==> src/rtl/tetris_cmd_pkg.sv <==
`default_nettype none
// ============================================================================
// Module      : tetris_cmd_pkg
// Description : Command codes, input bit positions and the pulse encoder.
// Revision    : 1.0 - initial release
// ============================================================================
package tetris_cmd_pkg;

  localparam int CMD_W = 3;

  typedef enum logic [CMD_W-1:0] {
    CMD_NONE  = 3'd0,
    CMD_LEFT  = 3'd1,
    CMD_RIGHT = 3'd2,
    CMD_DOWN  = 3'd3,
    CMD_DROP  = 3'd4,
    CMD_ROT_L = 3'd5,
    CMD_ROT_R = 3'd6
  } cmd_t;

  localparam int BIT_LEFT  = 0;
  localparam int BIT_RIGHT = 1;
  localparam int BIT_DOWN  = 2;
  localparam int BIT_DROP  = 3;
  localparam int BIT_ROT_L = 4;
  localparam int BIT_ROT_R = 5;

  // Only one command survives a multi-bit pulse word; the rest are ignored.
  function automatic cmd_t encode_cmd(input logic [5:0] pulses);
    if (pulses[BIT_RIGHT])      encode_cmd = CMD_RIGHT;
    else if (pulses[BIT_LEFT])  encode_cmd = CMD_LEFT;
    else if (pulses[BIT_DOWN])  encode_cmd = CMD_DOWN;
    else if (pulses[BIT_DROP])  encode_cmd = CMD_DROP;
    else if (pulses[BIT_ROT_R]) encode_cmd = CMD_ROT_R;
    else if (pulses[BIT_ROT_L]) encode_cmd = CMD_ROT_L;
    else                        encode_cmd = CMD_NONE;
  endfunction

endpackage
`default_nettype wire

==> src/rtl/tetris_cmd_fifo.sv <==
`default_nettype none
// ============================================================================
// Module      : tetris_cmd_fifo
// Description : Synchronous command FIFO whose head entry is held in a register.
// Revision    : 1.0 - initial release
// ============================================================================
module tetris_cmd_fifo
  import tetris_cmd_pkg::*;
#(
  parameter int FIFO_DEPTH = 4
) (
  input  logic                               clk,
  input  logic                               rst,
  input  logic                               flush,
  input  logic                               push,
  input  logic [CMD_W-1:0]                   din,
  input  logic                               pop,
  output logic [CMD_W-1:0]                   dout,
  output logic                               full,
  output logic                               empty,
  output logic [$clog2(FIFO_DEPTH+1)-1:0]    level
);

  localparam int PTR_W = (FIFO_DEPTH > 1) ? $clog2(FIFO_DEPTH) : 1;
  localparam int LVL_W = $clog2(FIFO_DEPTH + 1);

  logic [CMD_W-1:0] r_mem [FIFO_DEPTH];
  logic [PTR_W-1:0] r_wr_ptr;
  logic [PTR_W-1:0] r_rd_ptr;
  logic [PTR_W-1:0] w_rd_next;
  logic [LVL_W-1:0] r_level;
  logic [CMD_W-1:0] r_head;
  logic             w_push;
  logic             w_pop;

  assign empty     = (r_level == '0);
  assign full      = (r_level == LVL_W'(FIFO_DEPTH));
  assign w_pop     = pop && !empty;
  assign w_push    = push && (!full || w_pop);
  assign w_rd_next = r_rd_ptr + PTR_W'(1);
  assign dout      = r_head;
  assign level     = r_level;

  always_ff @(posedge clk) begin
    if (w_push) r_mem[r_wr_ptr] <= din;
  end

  always_ff @(posedge clk) begin
    if (rst || flush) begin
      r_wr_ptr <= '0;
      r_rd_ptr <= '0;
      r_level  <= '0;
    end else begin
      if (w_push) r_wr_ptr <= r_wr_ptr + PTR_W'(1);
      if (w_pop)  r_rd_ptr <= w_rd_next;
      if (w_push && !w_pop)      r_level <= r_level + LVL_W'(1);
      else if (w_pop && !w_push) r_level <= r_level - LVL_W'(1);
    end
  end

  // Head register tracks the oldest entry so dout is zero whenever empty.
  always_ff @(posedge clk) begin
    if (rst || flush) begin
      r_head <= '0;
    end else if (w_pop) begin
      if (r_level > LVL_W'(1)) r_head <= r_mem[w_rd_next];
      else if (w_push)         r_head <= din;
      else                     r_head <= '0;
    end else if (empty && w_push) begin
      r_head <= din;
    end
  end

endmodule
`default_nettype wire

==> src/rtl/tetris_cmd_scheduler.sv <==
`default_nettype none
// ============================================================================
// Module      : tetris_cmd_scheduler
// Description : Arbitrates EPP, button and gravity commands into one FIFO.
//               Gravity source is built only when TETRIS_SCHED_GRAVITY_EN is
//               defined.
// Revision    : 1.0 - initial release
// ============================================================================
module tetris_cmd_scheduler
  import tetris_cmd_pkg::*;
#(
  parameter int FIFO_DEPTH = 4,
  parameter int GRAVITY_W  = 24
) (
  input  logic                               clk,
  input  logic                               rst,
  input  logic [5:0]                         epp_cmd,
  input  logic [5:0]                         btn_cmd,
  input  logic                               pause,
  input  logic                               flush,
  input  logic [GRAVITY_W-1:0]               gravity_period,
  output logic                               cmd_valid,
  output logic [CMD_W-1:0]                   cmd,
  input  logic                               cmd_ready,
  output logic [$clog2(FIFO_DEPTH+1)-1:0]    fifo_level,
  output logic [7:0]                         drop_count
);

  logic [CMD_W-1:0] w_epp_new;
  logic [CMD_W-1:0] w_btn_new;
  logic [CMD_W-1:0] r_epp_pend;
  logic [CMD_W-1:0] r_btn_pend;
  logic             w_epp_req;
  logic             w_btn_req;
  logic             w_grav_req;
  logic             w_grant_epp;
  logic             w_grant_btn;
  logic             w_grant_grav;
  logic             w_epp_drop;
  logic             w_btn_drop;
  logic             w_grav_drop;
  logic [CMD_W-1:0] w_grav_data;
  logic             r_last_btn;
  logic             w_fifo_full;
  logic             w_fifo_empty;
  logic             w_pop;
  logic             w_can_push;
  logic             w_push;
  logic [CMD_W-1:0] w_push_data;
  logic [8:0]       w_drop_sum;

  assign w_epp_new = encode_cmd(epp_cmd);
  assign w_btn_new = encode_cmd(btn_cmd);
  assign w_epp_req = (r_epp_pend != CMD_NONE);
  assign w_btn_req = (r_btn_pend != CMD_NONE);

  assign cmd_valid  = !w_fifo_empty;
  assign w_pop      = cmd_valid && cmd_ready && !pause;
  assign w_can_push = !w_fifo_full || w_pop;

`ifdef TETRIS_SCHED_GRAVITY_EN
  logic [GRAVITY_W-1:0] r_grav_cnt;
  logic [GRAVITY_W-1:0] w_grav_limit;
  logic [CMD_W-1:0]     r_grav_pend;
  logic                 w_grav_fire;

  // Periods below 2 are treated as 2; >= lets a shortened period apply at once.
  assign w_grav_limit = (gravity_period < GRAVITY_W'(2)) ? GRAVITY_W'(1)
                                                         : gravity_period - GRAVITY_W'(1);
  assign w_grav_fire  = !pause && (r_grav_cnt >= w_grav_limit);
  assign w_grav_req   = (r_grav_pend != CMD_NONE);
  assign w_grav_data  = r_grav_pend;
  assign w_grav_drop  = !flush && w_grav_fire && w_grav_req && !w_grant_grav;

  always_ff @(posedge clk) begin
    if (rst || flush) begin
      r_grav_cnt  <= '0;
      r_grav_pend <= CMD_NONE;
    end else begin
      if (!pause) r_grav_cnt <= w_grav_fire ? '0 : r_grav_cnt + GRAVITY_W'(1);
      if (w_grav_fire && (!w_grav_req || w_grant_grav)) r_grav_pend <= CMD_DOWN;
      else if (w_grant_grav)                            r_grav_pend <= CMD_NONE;
    end
  end
`else
  logic w_unused_period;
  assign w_unused_period = ^gravity_period;
  assign w_grav_req      = 1'b0;
  assign w_grav_data     = CMD_NONE;
  assign w_grav_drop     = 1'b0;
`endif

  // Gravity outranks the hosts; EPP/BTN alternate on ties.
  assign w_grant_grav = w_can_push && w_grav_req;
  assign w_grant_epp  = w_can_push && !w_grav_req && w_epp_req && (!w_btn_req || r_last_btn);
  assign w_grant_btn  = w_can_push && !w_grav_req && w_btn_req && (!w_epp_req || !r_last_btn);
  assign w_push       = w_grant_grav || w_grant_epp || w_grant_btn;
  assign w_push_data  = w_grant_grav ? w_grav_data :
                        w_grant_epp  ? r_epp_pend  : r_btn_pend;

  assign w_epp_drop = !flush && (w_epp_new != CMD_NONE) && w_epp_req && !w_grant_epp;
  assign w_btn_drop = !flush && (w_btn_new != CMD_NONE) && w_btn_req && !w_grant_btn;
  assign w_drop_sum = {1'b0, drop_count} + 9'(w_epp_drop) + 9'(w_btn_drop) + 9'(w_grav_drop);

  always_ff @(posedge clk) begin
    if (rst || flush) begin
      r_epp_pend <= CMD_NONE;
      r_btn_pend <= CMD_NONE;
    end else begin
      if ((w_epp_new != CMD_NONE) && (!w_epp_req || w_grant_epp)) r_epp_pend <= w_epp_new;
      else if (w_grant_epp)                                       r_epp_pend <= CMD_NONE;
      if ((w_btn_new != CMD_NONE) && (!w_btn_req || w_grant_btn)) r_btn_pend <= w_btn_new;
      else if (w_grant_btn)                                       r_btn_pend <= CMD_NONE;
    end
  end

  always_ff @(posedge clk) begin
    if (rst) begin
      r_last_btn <= 1'b1;
      drop_count <= 8'd0;
    end else begin
      if (w_grant_epp)      r_last_btn <= 1'b0;
      else if (w_grant_btn) r_last_btn <= 1'b1;
      drop_count <= (w_drop_sum > 9'd255) ? 8'hFF : w_drop_sum[7:0];
    end
  end

  tetris_cmd_fifo #(
    .FIFO_DEPTH (FIFO_DEPTH)
  ) u_fifo (
    .clk   (clk),
    .rst   (rst),
    .flush (flush),
    .push  (w_push),
    .din   (w_push_data),
    .pop   (w_pop),
    .dout  (cmd),
    .full  (w_fifo_full),
    .empty (w_fifo_empty),
    .level (fifo_level)
  );

endmodule
`default_nettype wire

==> config.mk <==
export PLATFORM = sky130hd
export DESIGN_NAME = tetris_cmd_scheduler
export DESIGN_NICKNAME = d
export VERILOG_FILES = /design/src/rtl/tetris_cmd_pkg.sv /design/src/rtl/tetris_cmd_fifo.sv /design/src/rtl/tetris_cmd_scheduler.sv
export SDC_FILE = /design/constraint.sdc
export NUM_CORES = 1
export LEC_CHECK = 0
export CAP_MARGIN = 40
export CORE_MARGIN = 2
export CORE_UTILIZATION = 34
export DETAILED_ROUTE_END_ITERATION = 10
export SETUP_SLACK_MARGIN = 0.4
export SYNTH_ARGS = -nofsm -noshare
export SYNTH_HDL_FRONTEND = slang
export SYNTH_HIERARCHICAL = 1
export SYNTH_SLANG_ARGS = --single-unit
==> constraint.sdc <==
create_clock -name clk -period 3.2 [get_ports clk]
set_input_delay 0.48 -clock clk [delete_from_list [all_inputs] [get_ports clk]]
set_output_delay 0.48 -clock clk [all_outputs]
set_load 0.02 [all_outputs]
==> qor.txt, run 1 <==
Post-synth EDFFs: 12
worst-margin pin slew: 0.559 ns
# setup viols final: 0
share of synthesized registers carrying an async set or reset: 0%
post-synth top area share: 25.4%
Syn Inst Count: 193
drt pass-1 iters: 4
DRC viols: 0
Die W: 80.1 um
Area Overhead vs Synth: 32.0%
Synth Net Count: 244
initial antenna violation count: 0
largest net degree at the start of global routing: 14
Slew Limit Headroom: 62.6%
WS Path Type: flop to flop
final slew viol count: 0
Max FO, Critical Path: 5
Hold WC Path Type: flop to flop
Final HPWL DP: 2900 um
Seq/Total Area, Yosys: 43.8%
Final Skew: 0.00825 ns
first-pass GRT wire length: 6820 um
crit end category: flop
Remaining Overflow, GRT: 0
die area: 6410 sq um
total CTS buffers: 5
core area: 5540 sq um
Avg Vias per Cell: 5.08
worst-skew pair later-pin latency: 0.29 ns
Final GP Congestion: 0.818
Die Y-Extent: 80.1 um
count of different cell masters after synthesis: 51
CTS H-tree depth: 2
share of layout cells above drive strength 1: 19.2%
fin nets: 290
CTS tree: built
worst endpoint required time: 3.41 ns
Root Buffer: clkbuf_8
top cells by area, synth: dfxtp_1, edfxtp_1, ha_1
PnR worst setup slack: 0.533 ns
Ys Warns: 6
ys flop type: dfxtp_1
Row Count: 27
Avg Cell Area, Syn: 10.2 sq um
Antenna diodes: 0
vias in the first global route: 1502
DR iter-0 viols: 43
Peak Freq: 375 MHz
All-Layer GR Usage: 13.6%
number of routed nets with antenna violations: 0
DR vias: 1584
max_cap viols: 0
DR WL/cell: 12.7 um
Clk pin slew, worst setup/hold paths: 0.08 ns
Setup Slack @ Placement: 0.122 ns
final WL: 3960 um
clk buf depth: 2
largest area contributor in the netlist: dfxtp_1
Worst Path Arrival: 2.88 ns
Starting Density: 35.5%
Pleak: 0.950 nW
CP startpoint kind: flop
Post-Syn Area: 1970 sq um
pwr/cell area: 442 nW/um^2
Yosys reg bits: 37
IO Count: 56
Buffers on Ports: 31
Final Cycle Share: 83.4%
RSZ-0062 raised after global routing: no
final hold violations: 0
Final TNS setup: 0 ns
min cycle time layout: 2.67 ns
outcome: finished, final reports clean
Max IR drop VDD: 0.186 mV
CTS Hold Bufs: 0
Sink Count: 37
-- flip-flops by register name, indices dropped and copies added (netlist names) --
name             count
u_fifo/r_wr_ptr      2
u_fifo/dout          3
r_epp_pend           3
r_last_btn           1
u_fifo/r_mem        12
r_btn_pend           3
u_fifo/level         3
u_fifo/r_rd_ptr      2
drop_count           8
-- kinds of logic (layout without fill, tap and decap cells) --
logic type                 count (synthesis)  count (layout)  share of synthesized area (%)
AOI/OAI and AO/OA                         49              49                           17.7
xor gates and xnor gates                   4               4                           1.78
adders and majority gates                 10              10                           6.74
buffers and inverters                     19              66                           3.69
DFF                                       37              37                           43.8
muxes                                      7               7                           5.98
and+or+nand+nor                           67              67                           20.3
-- cells in the mapped netlist (2+ instances only) --
master	n
a2111oi_0	2
a211oi_1	6
a21oi_1	12
a311oi_1	3
a31oi_1	3
and3_1	6
and3b_1	2
clkbuf_1	4
dfxtp_1	25
edfxtp_1	12
ha_1	9
inv_1	13
mux2_4	2
mux2i_1	2
mux4_2	3
nand2_1	9
nand2b_1	4
nand3_1	4
nand3b_1	4
nor2_1	10
nor2b_1	5
nor3_1	6
o211ai_1	4
o21ai_0	4
o21ai_1	3
o22ai_1	3
or3_1	3
or4_1	5
xnor2_1	2
xor2_1	2
-- repair_timing --
item	CTS	global route
gates resized for setup	7	6
cloned	0	0
endpoints found under the setup margin	7	8
setup buffers	4	3
pin swaps	6	6
-- critical path, cell delays in order (launching register included) --
cell       delay [ns]
dfxtp_4          0.35
inv_2            0.05
ha_4             0.16
nand2b_4         0.07
inv_2            0.05
or3b_4           0.41
a22oi_2          0.24
a2111oi_2        0.06
buf_4            0.16
fa_2             0.39
ha_4             0.17
and3_4           0.20
nand3_2          0.07
nor3b_1          0.05
nor3_1           0.16
-- cell type report --
class                      count  area, sq um
timing repair buffer          44          408
tap                           72         90.1
clock inverter                 2         10.0
multi-input combinational    137         1090
fill                         559         2940
clock buffer                   6         72.6
inverter                      14         52.6
sequential                    37          868
-- layer usage --
layer | GRT usage [%] | share of wire (%) | vias up
li1 | - | - | 820
met1 | 17.3 | 47 | 730
met2 | 22.3 | 48 | 30
met3 | 3.82 | 3.7 | 4
met4 | 4.58 | 0.78 | 0
met5 | 0 | 0 | -
-- path summary, 6_finish.rpt --
| path | start | end | slack, ns | cells past startpoint |
|---|---|---|---|---|
| min reg2reg | r_btn_pend[1]$_SDFFE_PP0P_ | r_btn_pend[1]$_SDFFE_PP0P_ | 0.51 | 2 |
| max | u_fifo/level[0]$_SDFFE_PP0P_ | drop_count[6]$_SDFF_PP0_ | 0.53 | 14 |
| min | r_btn_pend[1]$_SDFFE_PP0P_ | r_btn_pend[1]$_SDFFE_PP0P_ | 0.51 | 2 |
| max reg2reg | u_fifo/level[0]$_SDFFE_PP0P_ | drop_count[6]$_SDFF_PP0_ | 0.53 | 14 |
-- report_power, final --
part           switching, mW  leakage (nW)  internal, mW  total [mW]
logic                  0.154         0.589         0.152       0.306
clock network          0.162        0.0450         0.151       0.313
registers             0.0163         0.315         0.512       0.529
-- stage by stage --
step | cells | hold slack, ns | area (sq um) | util [%] | power [mW]
global placement | 297 | 0.496 | 2410 | 43.6 | 0.822
global route | 312 | 0.540 | 2600 | 46.9 | 1.22
floorplan | 193 | 0.468 | 1990 | - | 0.725
detailed placement | 297 | 0.495 | 2410 | 43.6 | 0.824
finish | 312 | 0.507 | 2600 | 46.9 | 1.15
CTS | 309 | 0.506 | 2560 | 46.2 | 1.15
-- layout by cell type, fill, tap and decap left out, types with 5 or more instances in the layout --
cell	netlist	routed
a211oi_1	6	6
a21oi_1	12	12
and3_1	6	5
buf_4	0	13
clkbuf_8	0	5
clkdlybuf4s50_1	0	31
dfxtp_1	25	23
edfxtp_1	12	12
ha_1	9	7
inv_1	13	10
nand2_1	9	9
nor2_1	10	10
nor2b_1	5	5
nor3_1	6	6
or4_1	5	5
No activity file was read; power rests on OpenSTA's default activity.
==> inputs of run 2 (changes only) <==
==> constraint.sdc (replaced) <==
create_clock -name clk -period 2.6 [get_ports clk]
set_input_delay 0.39 -clock clk [delete_from_list [all_inputs] [get_ports clk]]
set_output_delay 0.39 -clock clk [all_outputs]
set_load 0.02 [all_outputs]
==> qor.txt, run 2 (synthesis gave the netlist of run 1 again) <==
outcome: finished, final reports clean
Max IR drop VDD: 0.246 mV
largest stage delay on the critical path: 0.44 ns
post-route cell area: 3020 sq um
largest net degree at the start of global routing: 14
WS Path Type: flop to flop
max FFs per register: 12
fin nets: 321
share of layout cells above drive strength 1: 35.4%
final hold violations: 0
reg2reg setup slack: 0.06 ns
DR vias: 1752
DRC viols: 0
total CTS buffers: 5
Final Skew: 0.00577 ns
Final TNS setup: 0 ns
RSZ-0062 raised after global routing: yes
drt pass-1 iters: 4
CP startpoint kind: flop
All-Layer GR Usage: 13.8%
DR WL/cell: 13.5 um
worst endpoint required time: 2.77 ns
DR iter-0 viols: 58
Root Buffer: clkbuf_8
Biggest register: u_fifo/r_mem
Clk pin slew, worst setup/hold paths: 0.07 ns
worst-skew pair later-pin latency: 0.29 ns
crit end category: flop
final slew viol count: 0
Remaining Overflow, GRT: 0
min cycle time layout: 2.54 ns
number of routed nets with antenna violations: 0
Final Util: 54.5%
CTS H-tree depth: 2
crit-path leading delay family: adder cells
Buffers & Inverters on Critical Path: 2
Pleak: 1.14 nW
Final Cycle Share: 97.7%
Hold WC Path Type: flop to flop
Avg Vias per Cell: 5.11
IO Count: 56
commonest non-fill, non-tap cell in the layout: buf_4
met3 usage: 3.15%
crit-path most repeated cell: ha_4
dpl cell area: 2650 sq um
met2 Track Usage GR: 22.8%
clk buf depth: 2
Final GP Congestion: 0.726
Critical Path, Cell by Cell: inv_4, ha_4, nand2b_4, inv_2, or3b_4, a22oi_2, a2111oi_4, fa_2, ha_4, and3_4, o21bai_1, a31oi_1
max_cap viols: 0
worst r2r path cells: 12
# setup viols final: 0
Row Count: 27
first-pass GRT wire length: 6910 um
busiest layer in global routing: met2
Die Y-Extent: 80.1 um
Peak Freq: 394 MHz
Starting Density: 35.5%
highest-delay cell along the critical path: or3b_4
pwr/cell area: 526 nW/um^2
Die W: 80.1 um
final WL: 4620 um
worst hold stages: 2
Worst Path Arrival: 2.71 ns
Final HPWL DP: 3160 um
die area: 6410 sq um
Sink Count: 37
initial antenna violation count: 0
Max FO, Critical Path: 5
CTS tree: built
M1 GR Usage: 18.0%
vias in the first global route: 1529
most frequent cells in the layout: buf_4, clkdlybuf4s50_1, dfxtp_1, buf_6, edfxtp_1
Buffers on Ports: 31
core area: 5540 sq um
Antenna diodes: 0
biggest regs: u_fifo/r_mem x12, drop_count x8
Slew Limit Headroom: 62.3%
Area Overhead vs Synth: 53.5%
WP depth: 12
worst-margin pin slew: 0.563 ns
## run 2: changes by cell type in the layout (fill, tap and decap cells not counted), moves of 4 or more
cell	change
inv_4	+4
and3_4	+4
buf_4	+18
buf_6	+12
and3_1	-4
## run 2: per-stage QoR
step / instances / worst slack, ns / hold slack, ns / power, mW
floorplan: 193 / -0.0524 / 0.468 / 0.906
global placement: 319 / -0.163 / 0.489 / 1.09
detailed placement: 319 / -0.233 / 0.490 / 1.09
CTS: 332 / 0.0292 / 0.501 / 1.50
global route: 343 / -0.0493 / 0.534 / 1.68
finish: 343 / 0.0597 / 0.514 / 1.59
## run 2: final cells by class
type                       count  area (sq um)
tap                           72          90.1
clock inverter                 1          3.75
sequential                    37           868
clock buffer                   7          76.3
timing repair buffer          75           701
inverter                      14          62.6
fill                         515          2520
multi-input combinational    137          1220
## run 2: layer usage
metal	vias to the layer above	share of wire [%]	wire length, um
met3	8	4.6	212
met4	0	1.7	78
met5	-	0	0
li1	884	-	-
met2	40	51	2340
met1	820	43	1990
## run 2: worst reg2reg max path, stage by stage, from the launching register on
cell	delay (ns)
dfxtp_4	0.36
inv_4	0.04
ha_4	0.16
nand2b_4	0.06
inv_2	0.03
or3b_4	0.44
a22oi_2	0.27
a2111oi_4	0.07
fa_2	0.41
ha_4	0.17
and3_4	0.20
o21bai_1	0.15
a31oi_1	0.05
## run 2: power by group
group / total (mW) / switching [mW] / leakage [nW] / internal (mW)
Sequential: 0.653 / 0.0220 / 0.315 / 0.631
Combinational: 0.552 / 0.247 / 0.789 / 0.306
Clock: 0.384 / 0.197 / 0.0399 / 0.187
## run 2: path summary, 6_finish.rpt
| kind | end | startpoint |
|---|---|---|
| worst min register to register | r_epp_pend[1]$_SDFFE_PP0P_ | r_epp_pend[1]$_SDFFE_PP0P_ |
| worst max-delay path | drop_count[4]$_SDFF_PP0_ | u_fifo/level[0]$_SDFFE_PP0P_ |
| worst max register to register | drop_count[4]$_SDFF_PP0_ | u_fifo/level[0]$_SDFFE_PP0P_ |
| worst min-delay path | r_epp_pend[1]$_SDFFE_PP0P_ | r_epp_pend[1]$_SDFFE_PP0P_ |
## run 2: repair_timing
item | in CTS | in global routing
endpoints found under the setup margin | 15 | 36
resized for setup | 4 | 44
pin swaps | 11 | 18
hold buffers | 0 | 0
hold endpoints to repair | 0 | 0
buffers inserted | 5 | 11
==> inputs of run 3 (changes only) <==
--- a/config.mk
+++ b/config.mk
@@ -7,8 +7,10 @@
 export LEC_CHECK = 0
 export CAP_MARGIN = 40
 export CORE_MARGIN = 2
-export CORE_UTILIZATION = 34
+export CORE_UTILIZATION = 47
 export DETAILED_ROUTE_END_ITERATION = 10
+export GPL_ROUTABILITY_DRIVEN = 1
+export PLACE_DENSITY = 0.79
 export SETUP_SLACK_MARGIN = 0.4
 export SYNTH_ARGS = -nofsm -noshare
 export SYNTH_HDL_FRONTEND = slang
==> qor.txt, run 3 (synthesis gave the netlist of run 1 again) <==
Final Cycle Share: 100%
drt pass-1 iters: 4
final WL: 4640 um
RSZ-0062 raised after global routing: yes
Sink Count: 37
worst-skew pair later-pin latency: 0.28 ns
post-route cell area: 2940 sq um
first-pass GRT wire length: 6990 um
Remaining Overflow, GRT: 0
die area: 4720 sq um
worst endpoint required time: 2.81 ns
Avg Vias per Cell: 5.53
Final GP Congestion: 0.743
Worst Path Arrival: 2.81 ns
fin nets: 314
Root Buffer: clkbuf_8
final slew viol count: 0
DR vias: 1736
Critical R2R Launch: u_fifo/level[1]$_SDFFE_PP0P_
worst-margin pin slew: 0.555 ns
Die Y-Extent: 68.7 um
PnR worst setup slack: -0.00458 ns
RR Endpoint: drop_count[6]$_SDFF_PP0_
Hold WC Path Type: flop to flop
Critical Path Source: u_fifo/level[1]$_SDFFE_PP0P_
Starting Density: 49.2%
Biggest register: u_fifo/r_mem
failing checks: negative setup slack
most frequent cells in the layout: clkdlybuf4s50_1, buf_4, dfxtp_1, edfxtp_1, a21oi_1
fin cells: 314
WS Path Type: flop to flop
reg2reg setup slack: -0.005 ns
Tot Pwr: 1.65 mW
max_cap viols: 0
CTS Hold Bufs: 0
clk buf depth: 2
number of routed nets with antenna violations: 0
All-Layer GR Usage: 20.1%
Area Overhead vs Synth: 49.4%
Row Count: 23
Clk pin slew, worst setup/hold paths: 0.07 ns
max FFs per register: 12
share of layout cells above drive strength 1: 33.7%
Buffers on Ports: 31
dpl cell area: 2560 sq um
outcome: finished, violations left
DRC viols: 0
vias in the first global route: 1550
Die W: 68.7 um
hold slack: 0.506 ns
biggest regs: u_fifo/r_mem x12, drop_count x8
DR WL/cell: 14.8 um
largest net degree at the start of global routing: 14
DR iter-0 viols: 50
crit end category: flop
hold endpoint: r_epp_pend[0]$_SDFFE_PP0P_
Peak Freq: 384 MHz
Max IR drop VDD: 0.394 mV
Pleak: 1.10 nW
initial antenna violation count: 0
worst hold stages: 2
worst r2r path cells: 13
Max FO, Critical Path: 5
CTS tree: built
pwr/cell area: 563 nW/um^2
Hold Path Origin: r_epp_pend[0]$_SDFFE_PP0P_
Final Skew: 0.00523 ns
CP startpoint kind: flop
Cells after DPL: 289
IO Count: 56
total CTS buffers: 5
commonest non-fill, non-tap cell in the layout: clkdlybuf4s50_1
Final HPWL DP: 3180 um
Slew Limit Headroom: 62.8%
# setup viols final: 1
Antenna diodes: 0
core area: 4000 sq um
min cycle time layout: 2.60 ns
CTS H-tree depth: 2
final hold violations: 0
Final Util: 73.4%
## run 3: changes by cell type in the layout (fill, tap and decap cells not counted), sizes merged
cell,delta
buf,-7
bufinv,+1
clkbuf,-1
dlygate4sd2,+1
dlymetal6s2s,-1
## run 3: how the worst max path moves through the flow
| stage | end | slack [ns] | cells after the start |
|---|---|---|---|
| 2_1_floorplan | drop_count[6]$_SDFF_PP0_ | -0.05 | 12 |
| 3_3_place_gp | drop_count[6]$_SDFF_PP0_ | -0.15 | 10 |
| 3_5_place_dp | drop_count[6]$_SDFF_PP0_ | -0.20 | 10 |
| 4_1_cts | drop_count[6]$_SDFF_PP0_ | -0.005 | 12 |
| 5_1_grt | drop_count[6]$_SDFF_PP0_ | -0.08 | 13 |
| 6_report | drop_count[6]$_SDFF_PP0_ | -0.005 | 13 |
## run 3: power by group
group / leakage, nW / internal (mW) / total, mW / switching (mW)
Sequential: 0.315 / 0.631 / 0.651 / 0.0203
Clock: 0.0528 / 0.283 / 0.479 / 0.196
Combinational: 0.730 / 0.283 / 0.524 / 0.241
## run 3: cell type report
cell class                 instances  area (sq um)
multi-input combinational        137          1220
inverter                          14          55.1
timing repair buffer              68           626
fill                             297          1060
clock buffer                       6          72.6
sequential                        37           868
tap                               50          62.6
clock inverter                     2          33.8
## run 3: routing by layer
| metal | vias to the layer above | track usage [%] | share of wire, % |
|---|---|---|---|
| met2 | 27 | 35.7 | 55 |
| met3 | 4 | 4.38 | 2.9 |
| li1 | 865 | - | - |
| met1 | 840 | 24.0 | 42 |
| met5 | - | 0 | 0 |
| met4 | 0 | 6.62 | 0.62 |
## run 3: stage by stage
step	worst slack (ns)	setup TNS [ns]
after detailed placement	-0.196	-1.27
after global placement	-0.155	-1.06
final	-0.00458	-0.00458
after global routing	-0.0806	-0.251
after CTS	-0.00454	-0.00454
after floorplan	-0.0524	-0.0974
## run 3: worst max-delay path, stage by stage (launching register included)
cell	delay [ns]
dfxtp_4	0.36
inv_4	0.04
ha_4	0.16
nand2b_4	0.07
inv_2	0.04
or3b_4	0.43
a22oi_2	0.28
a2111oi_4	0.07
fa_2	0.42
ha_4	0.17
and3_4	0.20
nand3_2	0.08
nor3b_2	0.04
nor3_1	0.15
## run 3: what timing repair did
action / in CTS / in global routing
buffers inserted: 9 / 8
endpoints found under the setup margin: 29 / 32
pin swaps: 5 / 13
resized for setup: 13 / 21
